--- config.mk ---
export PLATFORM = sky130hd
export DESIGN_NAME = lsu_store_queue
export DESIGN_NICKNAME = d
export VERILOG_FILES = /design/src/rtl/cpu_types_pkg.sv /design/src/rtl/sq_fifo.sv /design/src/rtl/lsu_store_queue.sv
export SDC_FILE = /design/constraint.sdc
export NUM_CORES = 1
export LEC_CHECK = 0
export CORE_ASPECT_RATIO = 1.5
export CORE_MARGIN = 5
export CORE_UTILIZATION = 45
export DETAILED_ROUTE_END_ITERATION = 6
export PLACE_DENSITY = 0.67
export SYNTH_ARGS = -nofsm -noshare
export SYNTH_HDL_FRONTEND = slang
export SYNTH_SLANG_ARGS = --single-unit
--- constraint.sdc ---
create_clock -name CLK -period 13.6 [get_ports CLK]
set_input_delay 2.72 -clock CLK [delete_from_list [all_inputs] [get_ports CLK]]
set_output_delay 2.72 -clock CLK [all_outputs]
set_load 0.005 [all_outputs]
--- src/rtl/cpu_types_pkg.sv ---
// Shared CPU type definitions for the load/store unit.
//   mem_size_t : memory access size encoding seen by the OTTER memory.
//   sq_entry_t : one store-queue entry (address, data, size, committed flag).
package cpu_types;

    typedef enum logic [1:0] {
        BYTE = 2'b00,
        HALF = 2'b01,
        WORD = 2'b10
    } mem_size_t;

    typedef struct packed {
        logic [31:0] addr;
        logic [31:0] data;
        mem_size_t   size;
        logic        committed;
    } sq_entry_t;

endpackage

--- src/rtl/sq_fifo.sv ---
// Store-queue circular buffer with head (oldest), commit (oldest uncommitted)
// and tail (next free) pointers.
// Ports:
//   clk, rst            clock, asynchronous active-high reset
//   push, push_*        write a new uncommitted entry at tail
//   commit              mark the commit-pointer entry committed (ignored if none)
//   pop                 retire the head entry (caller guarantees it is committed)
//   flush               tail <= commit pointer, dropping uncommitted entries
//   head_entry/valid    oldest entry and its occupancy
//   full, empty         occupancy flags
//   entry_valid         per-entry occupancy vector
//   entry_word          per-entry word address (addr[31:2]) for conflict checks
module sq_fifo
    import cpu_types::*;
#(
    parameter int unsigned DEPTH = 4
) (
    input  logic                    clk,
    input  logic                    rst,
    input  logic                    push,
    input  logic [31:0]             push_addr,
    input  logic [31:0]             push_data,
    input  mem_size_t               push_size,
    input  logic                    commit,
    input  logic                    pop,
    input  logic                    flush,
    output sq_entry_t               head_entry,
    output logic                    head_valid,
    output logic                    full,
    output logic                    empty,
    output logic [DEPTH-1:0]        entry_valid,
    output logic [DEPTH-1:0][29:0]  entry_word
);

    localparam int unsigned PW = $clog2(DEPTH);

    // Extra MSB on each pointer separates full from empty after wrap-around.
    logic [PW:0]                head_q, cmt_q, tail_q;
    logic [PW-1:0]              head_idx, cmt_idx, tail_idx;
    sq_entry_t [DEPTH-1:0]      entries_q;
    logic [DEPTH-1:0]           valid_q;
    logic                       do_commit;
    logic [PW:0]                cmt_next;

    assign head_idx   = head_q[PW-1:0];
    assign cmt_idx    = cmt_q[PW-1:0];
    assign tail_idx   = tail_q[PW-1:0];

    assign do_commit  = commit && (cmt_q != tail_q);
    assign cmt_next   = cmt_q + {{PW{1'b0}}, do_commit};

    assign empty      = (head_q == tail_q);
    assign full       = (head_q[PW] != tail_q[PW]) && (head_idx == tail_idx);
    assign head_entry = entries_q[head_idx];
    assign head_valid = valid_q[head_idx];
    assign entry_valid = valid_q;

    always_comb begin
        entry_word = '0;
        for (int unsigned i = 0; i < DEPTH; i++) begin
            entry_word[i] = entries_q[i].addr[31:2];
        end
    end

    always_ff @(posedge clk or posedge rst) begin
        if (rst) begin
            head_q    <= '0;
            cmt_q     <= '0;
            tail_q    <= '0;
            valid_q   <= '0;
            entries_q <= '0;
        end else begin
            if (do_commit) begin
                entries_q[cmt_idx].committed <= 1'b1;
                cmt_q <= cmt_next;
            end
            if (pop) begin
                valid_q[head_idx] <= 1'b0;
                head_q <= head_q + 1'b1;
            end
            // Push after pop: when full, the freed head slot is the tail slot.
            if (push) begin
                entries_q[tail_idx] <= '{addr: push_addr, data: push_data,
                                         size: push_size, committed: 1'b0};
                valid_q[tail_idx]   <= 1'b1;
                tail_q <= tail_q + 1'b1;
            end
            // Same-cycle commit is honoured first, so that entry survives.
            if (flush) begin
                tail_q <= cmt_next;
                for (int unsigned i = 0; i < DEPTH; i++) begin
                    if (!entries_q[i].committed &&
                        !(do_commit && (PW'(i) == cmt_idx))) begin
                        valid_q[i] <= 1'b0;
                    end
                end
            end
        end
    end

endmodule

--- src/rtl/lsu_store_queue.sv ---
// Load/store initiator for OTTER memory data port 2.
// Stores wait in an in-order queue until committed by the ROB, then drain to
// memory; loads go straight to memory and return a tagged result one cycle
// later. One memory operation per cycle.
// Ports:
//   CLK, RST                 clock, asynchronous active-high reset
//   req_*                    tagged load/store request with valid/ready
//   st_commit                oldest uncommitted store committed
//   flush                    discard uncommitted stores and pending load result
//   MEM_*                    memory port 2 interface
//   ld_valid/ld_tag/ld_data  load result
//   sq_full, sq_empty        store-queue occupancy
module lsu_store_queue
    import cpu_types::*;
#(
    parameter int unsigned SQ_DEPTH = 4,
    parameter int unsigned TAG_W    = 5
) (
    input  logic              CLK,
    input  logic              RST,
    input  logic              req_valid,
    output logic              req_ready,
    input  logic              req_is_store,
    input  logic [31:0]       req_addr,
    input  logic [31:0]       req_data,
    input  logic [1:0]        req_size,
    input  logic              req_sign,
    input  logic [TAG_W-1:0]  req_tag,
    input  logic              st_commit,
    input  logic              flush,
    output logic [31:0]       MEM_ADDR2,
    output logic [31:0]       MEM_DIN2,
    output logic              MEM_WRITE2,
    output logic              MEM_READ2,
    output logic [1:0]        MEM_SIZE,
    output logic              MEM_SIGN,
    input  logic [31:0]       MEM_DOUT2,
    output logic              ld_valid,
    output logic [TAG_W-1:0]  ld_tag,
    output logic [31:0]       ld_data,
    output logic              sq_full,
    output logic              sq_empty
);

    sq_entry_t                     head_entry;
    logic                          head_valid;
    logic [SQ_DEPTH-1:0]           entry_valid;
    logic [SQ_DEPTH-1:0][29:0]     entry_word;
    logic                          head_drainable;
    logic                          conflict;
    logic                          store_acc;
    logic                          load_acc;
    logic                          drain;

    logic [31:0]                   addr_q;
    logic [31:0]                   din_q;
    logic [1:0]                    size_q;
    logic                          sign_q;
    logic                          ld_pend_q;
    logic [TAG_W-1:0]              ld_tag_q;

    sq_fifo #(
        .DEPTH (SQ_DEPTH)
    ) u_sq_fifo (
        .clk         (CLK),
        .rst         (RST),
        .push        (store_acc),
        .push_addr   (req_addr),
        .push_data   (req_data),
        .push_size   (mem_size_t'(req_size)),
        .commit      (st_commit),
        .pop         (drain),
        .flush       (flush),
        .head_entry  (head_entry),
        .head_valid  (head_valid),
        .full        (sq_full),
        .empty       (sq_empty),
        .entry_valid (entry_valid),
        .entry_word  (entry_word)
    );

    assign head_drainable = head_valid && head_entry.committed;

    // Word-granular, deliberately conservative: any queued store to the same
    // word blocks the load, since there is no store-to-load forwarding.
    always_comb begin
        conflict = 1'b0;
        for (int unsigned i = 0; i < SQ_DEPTH; i++) begin
            if (entry_valid[i] && (entry_word[i] == req_addr[31:2])) begin
                conflict = 1'b1;
            end
        end
    end

    always_comb begin
        req_ready = 1'b0;
        if (!flush) begin
            if (req_is_store) begin
                req_ready = !sq_full;
            end else begin
                // A full queue with a committed head must drain to make progress.
                req_ready = !conflict && !(sq_full && head_drainable);
            end
        end
    end

    assign store_acc = req_valid && req_is_store && req_ready;
    assign load_acc  = req_valid && !req_is_store && req_ready;
    assign drain     = !load_acc && head_drainable;

    always_comb begin
        MEM_READ2  = load_acc;
        MEM_WRITE2 = drain;
        MEM_ADDR2  = addr_q;
        MEM_DIN2   = din_q;
        MEM_SIZE   = size_q;
        MEM_SIGN   = sign_q;
        if (load_acc) begin
            MEM_ADDR2 = req_addr;
            MEM_SIZE  = req_size;
            MEM_SIGN  = req_sign;
        end else if (drain) begin
            MEM_ADDR2 = head_entry.addr;
            MEM_DIN2  = head_entry.data;
            MEM_SIZE  = head_entry.size;
            MEM_SIGN  = 1'b0;
        end
    end

    // Idle cycles replay the last driven address/data/size/sign.
    always_ff @(posedge CLK or posedge RST) begin
        if (RST) begin
            addr_q <= '0;
            din_q  <= '0;
            size_q <= '0;
            sign_q <= 1'b0;
        end else if (load_acc || drain) begin
            addr_q <= MEM_ADDR2;
            din_q  <= MEM_DIN2;
            size_q <= MEM_SIZE;
            sign_q <= MEM_SIGN;
        end
    end

    always_ff @(posedge CLK or posedge RST) begin
        if (RST) begin
            ld_pend_q <= 1'b0;
            ld_tag_q  <= '0;
        end else begin
            ld_pend_q <= load_acc;
            if (load_acc) begin
                ld_tag_q <= req_tag;
            end
        end
    end

    // A flush in the response cycle cancels the in-flight load result.
    assign ld_valid = ld_pend_q && !flush;
    assign ld_tag   = ld_tag_q;
    assign ld_data  = MEM_DOUT2;

endmodule

### Word level (Yosys, flattened, before mapping)

Index checks and enable logic that the tools add are counted.

| storage, ports and cells | value |
|---|---|
| register bits | 354 |
| input port bits | 110 |
| output and inout bits | 110 |

| operators by class | value |
|---|---|
| add/subtract/negate cells | 3 |
| magnitude comparators | 6 |
| eq/ne operators | 11 |
| multiplexer cells | 39 |
| bitwise gates (word level) | 3 |
| reductions and logical operators | 43 |

Operators by type and width:

| operator | number |
|---|---|
| $bwmux W268 | 2 |
| $mux W268 | 2 |
| $demux W67 S2 | 2 |
| $bmux W67 S2 | 1 |
| $mux W67 | 2 |
| $mux W32 | 4 |
| $eq A30 B30 Y1 | 4 |
| $logic_and A1 B1 Y1 | 26 |
| $mux W1 | 16 |
| $logic_not A1 Y1 | 14 |
| $mux W4 | 3 |
| $lt A2 B3 Y1 const B | 3 |
| $add A3 B1 Y3 const B | 2 |
| $ge A2 B1 Y1 const B | 3 |
| $mux W3 | 2 |
| $and A4 B4 Y4 | 1 |
| $demux W1 S2 | 2 |
| $eq A2 B2 Y1 const A | 2 |
| $mux W2 | 2 |
| $not A4 Y4 | 1 |
| $or A4 B4 Y4 | 1 |
| $add A3 B1 Y3 | 1 |
| $eq A3 B3 Y1 | 1 |
| $ne A3 B3 Y1 | 1 |
| other kinds (7) | 7 |

### Longest topological paths before layout

Gate-level depths: netlist of the first run.

| logic depth | value |
|---|---|
| word-level depth | 18 |
| mapped depth | 11 |
| mapped depth without buffers | 7 |

### Modules after synthesis

Synthesis of the first run repeated with hierarchy kept, for this count alone.

| second synthesis, totals | value |
|---|---|
| cell total of the unflattened synthesis | 1569 |
| area, all modules | 19526.2 um^2 |

Modules (own cells, without submodules):

| module | times used | cells an instance | area each (um^2) | sequential area each (um^2) |
|---|---|---|---|---|
| sq_fifo | 1 | 874 | 13395.3 | 7031.7 |
| lsu_store_queue | 1 | 695 | 6130.9 | 1826.8 |

### Least setup slack after synthesis of the first run

No wires, ideal clock.

| timing path | value |
|---|---|
| kind | in2out |
| from | input port req_addr[19] |
| to | output port MEM_ADDR2[0] |
| data arrival time | 4413 ps |
| data required time | 10880 ps |
| setup slack | 6467 ps |
| cell stages on the path | 10 |
| buffers on the path | 3 |
| path through | buf_2 > xnor2_1 > nand4_1 > nor4_1 > a22oi_1 > nand3_2 > inv_2 > buf_4 > buf_2 > o21ai_0 |

| on the way | value |
|---|---|
| cells in the longest elaborated chain, start to end | 15 |
| elaborated cells on any way between the ends | 21 |
| those cells by class | 4 x eq/ne; 8 x mux; 9 x reduce/logical |

Ends and longest elaborated chain:

| element | RTL line | text |
|---|---|---|
| start, declared | lsu_store_queue.sv:24 | `input logic [31:0] req_addr,` |
| $eq A30 B30 Y1 | lsu_store_queue.sv:89 | `if (entry_valid[i] && (entry_word[i] == req_addr[31:2])) begin` |
| $logic_and A1 B1 Y1 | lsu_store_queue.sv:89 |  |
| $mux W1 (3 in a row) | lsu_store_queue.sv:89 |  |
| $mux W1 (*) | lsu_store_queue.sv:89 |  |
| $logic_not A1 Y1 (*) | lsu_store_queue.sv:102 | `req_ready = !conflict && !(sq_full && head_drainable);` |
| $logic_and A1 B1 Y1 (*) | lsu_store_queue.sv:102 |  |
| $mux W1 (*) | lsu_store_queue.sv:98 | `if (req_is_store) begin` |
| $mux W1 (*) | lsu_store_queue.sv:97 | `if (!flush) begin` |
| $logic_and A1 B1 Y1 (*) | lsu_store_queue.sv:108 | `assign load_acc = req_valid && !req_is_store && req_ready;` |
| named net MEM_READ2 | lsu_store_queue.sv:34 | `output logic MEM_READ2,` |
| $logic_not A1 Y1 | lsu_store_queue.sv:109 | `assign drain = !load_acc && head_drainable;` |
| $logic_and A1 B1 Y1 | lsu_store_queue.sv:109 |  |
| $mux W32 | lsu_store_queue.sv:122 | `end else if (drain) begin` |
| $mux W32 (*) | lsu_store_queue.sv:118 | `if (load_acc) begin` |
| end, declared | lsu_store_queue.sv:31 | `output logic [31:0] MEM_ADDR2,` |

The timed path passes the listed nets; every way through them passes the cells marked *.

### Worst setup path in the final report of the first run

| timing path | value |
|---|---|
| from | input port flush |
| to | output port MEM_DIN2[26] |

| on the way | value |
|---|---|
| cells in the longest elaborated chain, start to end | 6 |

Ends and longest elaborated chain:

| element | RTL line | text |
|---|---|---|
| start, declared | lsu_store_queue.sv:30 | `input logic flush,` |
| $mux W1 (*) | lsu_store_queue.sv:97 |  |
| $logic_and A1 B1 Y1 (*) | lsu_store_queue.sv:108 |  |
| $logic_not A1 Y1 | lsu_store_queue.sv:109 |  |
| $logic_and A1 B1 Y1 | lsu_store_queue.sv:109 |  |
| $mux W32 | lsu_store_queue.sv:122 |  |
| $mux W32 (*) | lsu_store_queue.sv:118 |  |
| end, declared | lsu_store_queue.sv:32 | `output logic [31:0] MEM_DIN2,` |

Mark *: on every way between the ends. The rest lies on a longest branch, timed or not.

==> flow_summary.ini, run 1 <==
[logic_synthesis]
ys_seq_elements = 354
synth_cell_types = 40
async_flop_share_pct = 100
netlist_instances = 2012
synth_seq_area_share_pct = 48.2
yosysWarnings = 0
syn-cell-area_um2 = 18400
synth_edf_count = 0
syn_area_per_cell_um2 = 9.14
synthFlopType = dfrtp_1
synth_nets = 2132

[floorplan]
dieArea_um2 = 45100
core_region_area_um2 = 40300
rows = 90
die_h_um = 258
ios = 220
die_w_um = 175
start_util_pct = 45.6

[clock_tree]
htree_levels = 2
cts_resized = 0
cts_setup_buffers = 0
clock-sinks = 354
cts_tree = yes
numCtsBuffers = 37
root_buffer = clkbuf_16
clkSlewWorstSetupHoldPaths_ns = 0.07
hold_buffers = 0
ctsLongestPathBuffers = 3
clk-insertion-delay-late_ns = 0.53

[worst_setup_path]
slowest_stage = buf_4
slowest_delay_ns = 0.82
end_kind = output port
path_class = input port to output port
rrSetupSlack_ns = 8.35
crit_path_max_fanout = 76
cp.required_ns = 10.88
crit_arrival_ns = 7.13
path_cells = clkdlybuf4s50_1 -> nand2b_1 -> a211oi_4 -> buf_4 -> nand3_2 -> inv_4 -> buf_4 -> o211ai_1 -> clkdlybuf4s50_1
cpLargestDelayFamily = buffers and inverters
cp_num_buf_inv = 5
start_kind = input port

[global_routing]
grt_pass1_wl_um = 88600
gr-total-overflow = 0
antenna_found_initial = 2
grt_start_max_net_pins = 118
track_usage_pct = 24.9
grt_pass1_vias = 15300

[sta]
setup_viol = 0
timing.hold.ws_ns = 0.469
tns_ns = 0
drv_slew = 0
fmax_mhz = 101
slew_headroom_pct = 20.5
rsz0062_at_grt = false
worstMarginPinSlew_ns = 1.19
clock_skew_ns = 0.00960
hold_viol_final = 0
fin_crit_sh_pct = 72.4
fin_crit_ns = 9.85

[detailed_routing]
wl_um = 57000
vias_per_cell = 5.83
drc_errors = 7
vias = 15000
drt_iter0_drc = 1375
drt_pass1_iterations = 7
drtAntennaViolNets = 0
avgRoutedWirePerCell_um = 22.2

[outcome]
violations = design-rule violations
status = complete, but fails checks

[power]
ir_drop_uv = 151
powerDensity_nw_per_um2 = 228
power.leakage_nw = 9.45

[job]
max-cap-violations = 0

[cells_and_area]
layout-drive-gt1-share_pct = 7.77
nets = 2151
area_growth_pct = 14.6
fill_cells = 3647

[placement]
dp_hpwl_um = 35500
portBuffers = 155
routabilityCongestion = 0.933

[hold_path]
hp-class = flip-flop to flip-flop
## cells in the final DEF (no fill, tap or decap), drive strengths merged, types with 9 or more instances in the layout
master         count
o211ai            65
mux4              67
dfrtp            354
inv               11
clkbuf            53
mux2i             35
nand3              9
xnor2            125
nand2            873
nand4            125
buf               12
nor4              16
o21ai             82
ha                10
and2               9
clkdlybuf4s50    155
## logic make-up (layout without fill, tap and decap cells)
group | after synthesis | count (layout) | synth area share, %
AO/OA/AOI/OAI | 168 | 168 | 5.80
XOR/XNOR | 130 | 130 | 6.19
adder cells (fa/ha/maj) | 10 | 10 | 0.680
buffers and inverters | 196 | 242 | 5.09
flip-flops | 354 | 354 | 48.2
multiplexers | 108 | 108 | 10.5
other | 0 | 2 | 0
AND/OR/NAND/NOR | 1046 | 1046 | 23.6
## layer usage
layer	vias to the layer above	part of all wire [%]	track usage, %
li1	6771	-	-
met5	-	0	0
met1	7483	37	29.9
met3	144	5.5	3.31
met2	557	53	44.6
met4	0	4.4	11.2
## synthesized netlist by cell type, drive strengths merged (2+ instances only)
| library cell | n | area share [%] |
|---|---|---|
| nor2 | 6 | 0.12 |
| nor3 | 2 | 0.054 |
| and3 | 2 | 0.068 |
| dfrtp | 354 | 48 |
| a41oi | 4 | 0.19 |
| nand2 | 873 | 18 |
| mux4 | 67 | 8.2 |
| mux2i | 35 | 1.9 |
| a31oi | 4 | 0.14 |
| nand4 | 125 | 4.3 |
| buf | 93 | 3.0 |
| a21oi | 3 | 0.082 |
| xor2 | 5 | 0.24 |
| mux2 | 6 | 0.37 |
| o211ai | 65 | 2.7 |
| nor4 | 16 | 0.54 |
| xnor2 | 125 | 6.0 |
| a22oi | 4 | 0.16 |
| clkbuf | 94 | 1.9 |
| o21ai | 82 | 2.2 |
| and2 | 9 | 0.31 |
| ha | 10 | 0.68 |
| nand3 | 9 | 0.27 |
| inv | 9 | 0.18 |
## through the flow
stage	area [um2]	std cells	total power, mW	util, %	setup slack (ns)
6_report	21100	2566	4.80	52.3	3.75
5_1_grt	21100	2566	5.09	52.3	3.46
4_1_cts	21100	2564	4.83	52.3	3.81
3_5_place_dp	19900	2498	3.78	49.3	3.81
3_3_place_gp	19900	2498	3.73	49.3	3.94
2_1_floorplan	18400	2012	3.03	-	1.06
## path summary, 6_finish.rpt
| check | start | depth (start not counted) | to |
|---|---|---|---|
| worst max-delay path | flush | 9 | MEM_DIN2[26] |
| worst min-delay path | u_sq_fifo.entries_q[76] | 2 | u_sq_fifo.entries_q[76] |
| worst max register to register | u_sq_fifo.head_q[0] | 8 | ld_tag[3] |
| worst min register to register | u_sq_fifo.entries_q[76] | 2 | u_sq_fifo.entries_q[76] |
| max in group asynchronous | RST | 3 | u_sq_fifo.head_q[1] |
| min in group asynchronous | RST | 2 | addr_q[23] |
## power by group
group          internal, mW  total (mW)  leakage (nW)  switching [mW]
registers              1.51        1.87          4.51           0.365
clock network         0.600        1.03         0.592           0.429
logic                 0.916        1.90          4.35           0.987
## flip-flops by register name, indices dropped and copies added (netlist names)
name and count:
u_sq_fifo.entry_word 120, addr_q 32, u_sq_fifo.entries_q 148, sign_q 1, u_sq_fifo.entry_valid 4, ld_tag 5, din_q 32, u_sq_fifo.cmt_q 3
size_q 2, u_sq_fifo.tail_q 3, ld_pend_q 1, u_sq_fifo.head_q 3
## worst reg2reg max path, cell delays in order (launching register included)
cell and delay, ns:
dfrtp_4 0.84, inv_2 0.15, mux4_4 0.92, a211oi_4 0.31, buf_4 0.82, nand3_2 0.33
inv_4 0.60, buf_4 0.68, mux2_2 0.48
## final cells by class
| cell class | count | area (um2) | area share [%] |
|---|---|---|---|
| Inverter | 9 | 43.8 | 0.208 |
| Clock inverter | 13 | 156 | 0.742 |
| Clock buffer | 53 | 1060 | 5.01 |
| Sequential cell | 354 | 8870 | 42.1 |
| Antenna cell | 2 | 5.00 | 0.0237 |
| Tap cell | 506 | 633 | 3.00 |
| Multi-Input combinational cell | 1462 | 8670 | 41.2 |
| Timing Repair Buffer | 167 | 1640 | 7.79 |
Power figures use the tool's default switching activity.
==> run 2, diff against run 1 <==
--- a/config.mk
+++ b/config.mk
@@ -9,7 +9,7 @@
 export CORE_MARGIN = 5
 export CORE_UTILIZATION = 45
 export DETAILED_ROUTE_END_ITERATION = 6
-export PLACE_DENSITY = 0.67
+export PLACE_DENSITY = 0.69
 export SYNTH_ARGS = -nofsm -noshare
 export SYNTH_HDL_FRONTEND = slang
 export SYNTH_SLANG_ARGS = --single-unit
==> constraint.sdc (replaced) <==
create_clock -name CLK -period 8.3 [get_ports CLK]
set_input_delay 1.66 -clock CLK [delete_from_list [all_inputs] [get_ports CLK]]
set_output_delay 1.66 -clock CLK [all_outputs]
set_load 0.005 [all_outputs]
==> flow_summary.ini, run 2 (same netlist as run 1, synthesis figures left out) <==
[clock_tree]
numCtsBuffers = 37
clk-insertion-delay-late_ns = 0.54
cts_tree = yes
hold_buffers = 0
clkSlewWorstSetupHoldPaths_ns = 0.05
ctsLongestPathBuffers = 3
clock-sinks = 354
cts_resized = 0
htree_levels = 2
cts_setup_buffers = 0
root_buffer = clkbuf_16

[cells_and_area]
ff_latch_area_um2 = 8860
nets = 2153
largest_reg_flops = 148
area_growth_pct = 14.9
multi_input_area_um2 = 8670
regMostFlops = u_sq_fifo.entries_q
final_common_cell = nand2_1
final_cell_mix = nand2_1, dfrtp_1, clkdlybuf4s50_1
layout-drive-gt1-share_pct = 7.83
fill_cells = 3593

[power]
power.switching_mw = 2.95
cell_internal_pwr_mw = 4.98
clock_power_share_pct = 21.5
combPwrFrac_pct = 40.4
sw_frac_of_total_pct = 37.2
power.leakage_nw = 9.47
seqPwrFrac_pct = 38.1
powerDensity_nw_per_um2 = 375
ir_drop_uv = 221

[hold_path]
hp-class = flip-flop to flip-flop
hold_path.startpoint = u_sq_fifo.entries_q[91]

[sta]
hold_viol_final = 0
fin_crit_sh_pct = 84.1
fin_crit_ns = 6.98
drv_slew = 0
setup_ws_ns = 1.32
tns_ns = 0
fmax_mhz = 143
worstMarginPinSlew_ns = 1.28
slew_headroom_pct = 14.4
rsz0062_at_grt = false
setup_viol = 0
clock_skew_ns = 0.0155

[detailed_routing]
avgRoutedWirePerCell_um = 22.3
drtAntennaViolNets = 0
vias = 15100
drc_errors = 0
vias_per_cell = 5.89
drt_pass1_iterations = 5
wl_um = 57300
drt_iter0_drc = 1486

[outcome]
status = finished, final reports clean

[floorplan]
start_util_pct = 45.6
dieArea_um2 = 45100
ios = 220
rows = 90
die_h_um = 258
die_w_um = 175
core_region_area_um2 = 40300

[worst_setup_path]
path_class = input port to output port
end_kind = output port
cp-startpoint = req_addr[7]
crit_arrival_ns = 5.32
start_kind = input port
crit_path_max_fanout = 81
rr_startpoint = u_sq_fifo.head_q[0]
cp.required_ns = 6.64

[global_routing]
track_usage_pct = 25.2
gr-total-overflow = 0
grt_start_max_net_pins = 135
grt_pass1_wl_um = 89600
antenna_found_initial = 3
grt_pass1_vias = 15600

[placement]
dp_hpwl_um = 35700
portBuffers = 155
routabilityCongestion = 1.00
place_ws_ns = 1.40

[job]
max-cap-violations = 0
==> run 2: critical path: stages <==
cell,delay [ns]
clkdlybuf4s50_1,0.63
xnor2_1,0.65
nand4_1,0.24
nor4_1,0.39
a22oi_2,0.16
nand3_2,0.16
inv_4,0.30
buf_4,0.33
o21ai_0,0.20
clkdlybuf4s50_1,0.53
==> run 2: cell type report <==
cell class,instances,area share (%)
clock buffer,50,4.90
clock inverter,13,0.847
multi-input combinational,1462,41.1
inverter,9,0.190
timing repair buffer,169,8.02
tap,506,3.00
antenna,4,0.0474
sequential,354,42.0
==> run 2: routing by layer <==
metal  share of wire [%]  global-route usage [%]  up-vias  wire length (um)
li1                    -                       -     6766                 -
met1                  37                    29.9     7618             21300
met2                  52                    44.6      589             29900
met3                 5.6                    3.82      142              3220
met4                 5.0                    12.6        0              2890
met5                   0                       0        -                 0
==> run 2: metrics by stage <==
step                instances  power, mW  area, um2  hold slack, ns  utilization, %
floorplan                2012       4.97      18400           0.440               -
global placement         2500       6.12      19900           0.452            49.4
detailed placement       2500       6.23      19900           0.457            49.4
CTS                      2563       7.96      21100           0.472            52.4
global route             2566       8.38      21100           0.498            52.4
finish                   2567       7.93      21100           0.470            52.4
==> run 2: final timing paths <==
check,end,slack (ns),cells past startpoint
setup / recovery,MEM_ADDR2[27],1.32,10
hold / removal,u_sq_fifo.entries_q[91],0.47,2
setup reg to reg,u_sq_fifo.entry_valid[1],4.29,7
hold reg to reg,u_sq_fifo.entries_q[91],0.47,2
max in group asynchronous,u_sq_fifo.entry_word[79],5.19,3
min in group asynchronous,addr_q[31],1.72,2
==> run 2: power groups by stage <==
stage	clock network (mW)	registers, mW	logic (mW)
after floorplan	0	2.85	2.11
after global placement	0	2.98	3.14
after detailed placement	0	3.04	3.20
after CTS	1.73	3.01	3.22
after global routing	1.79	3.11	3.48
final	1.71	3.02	3.20
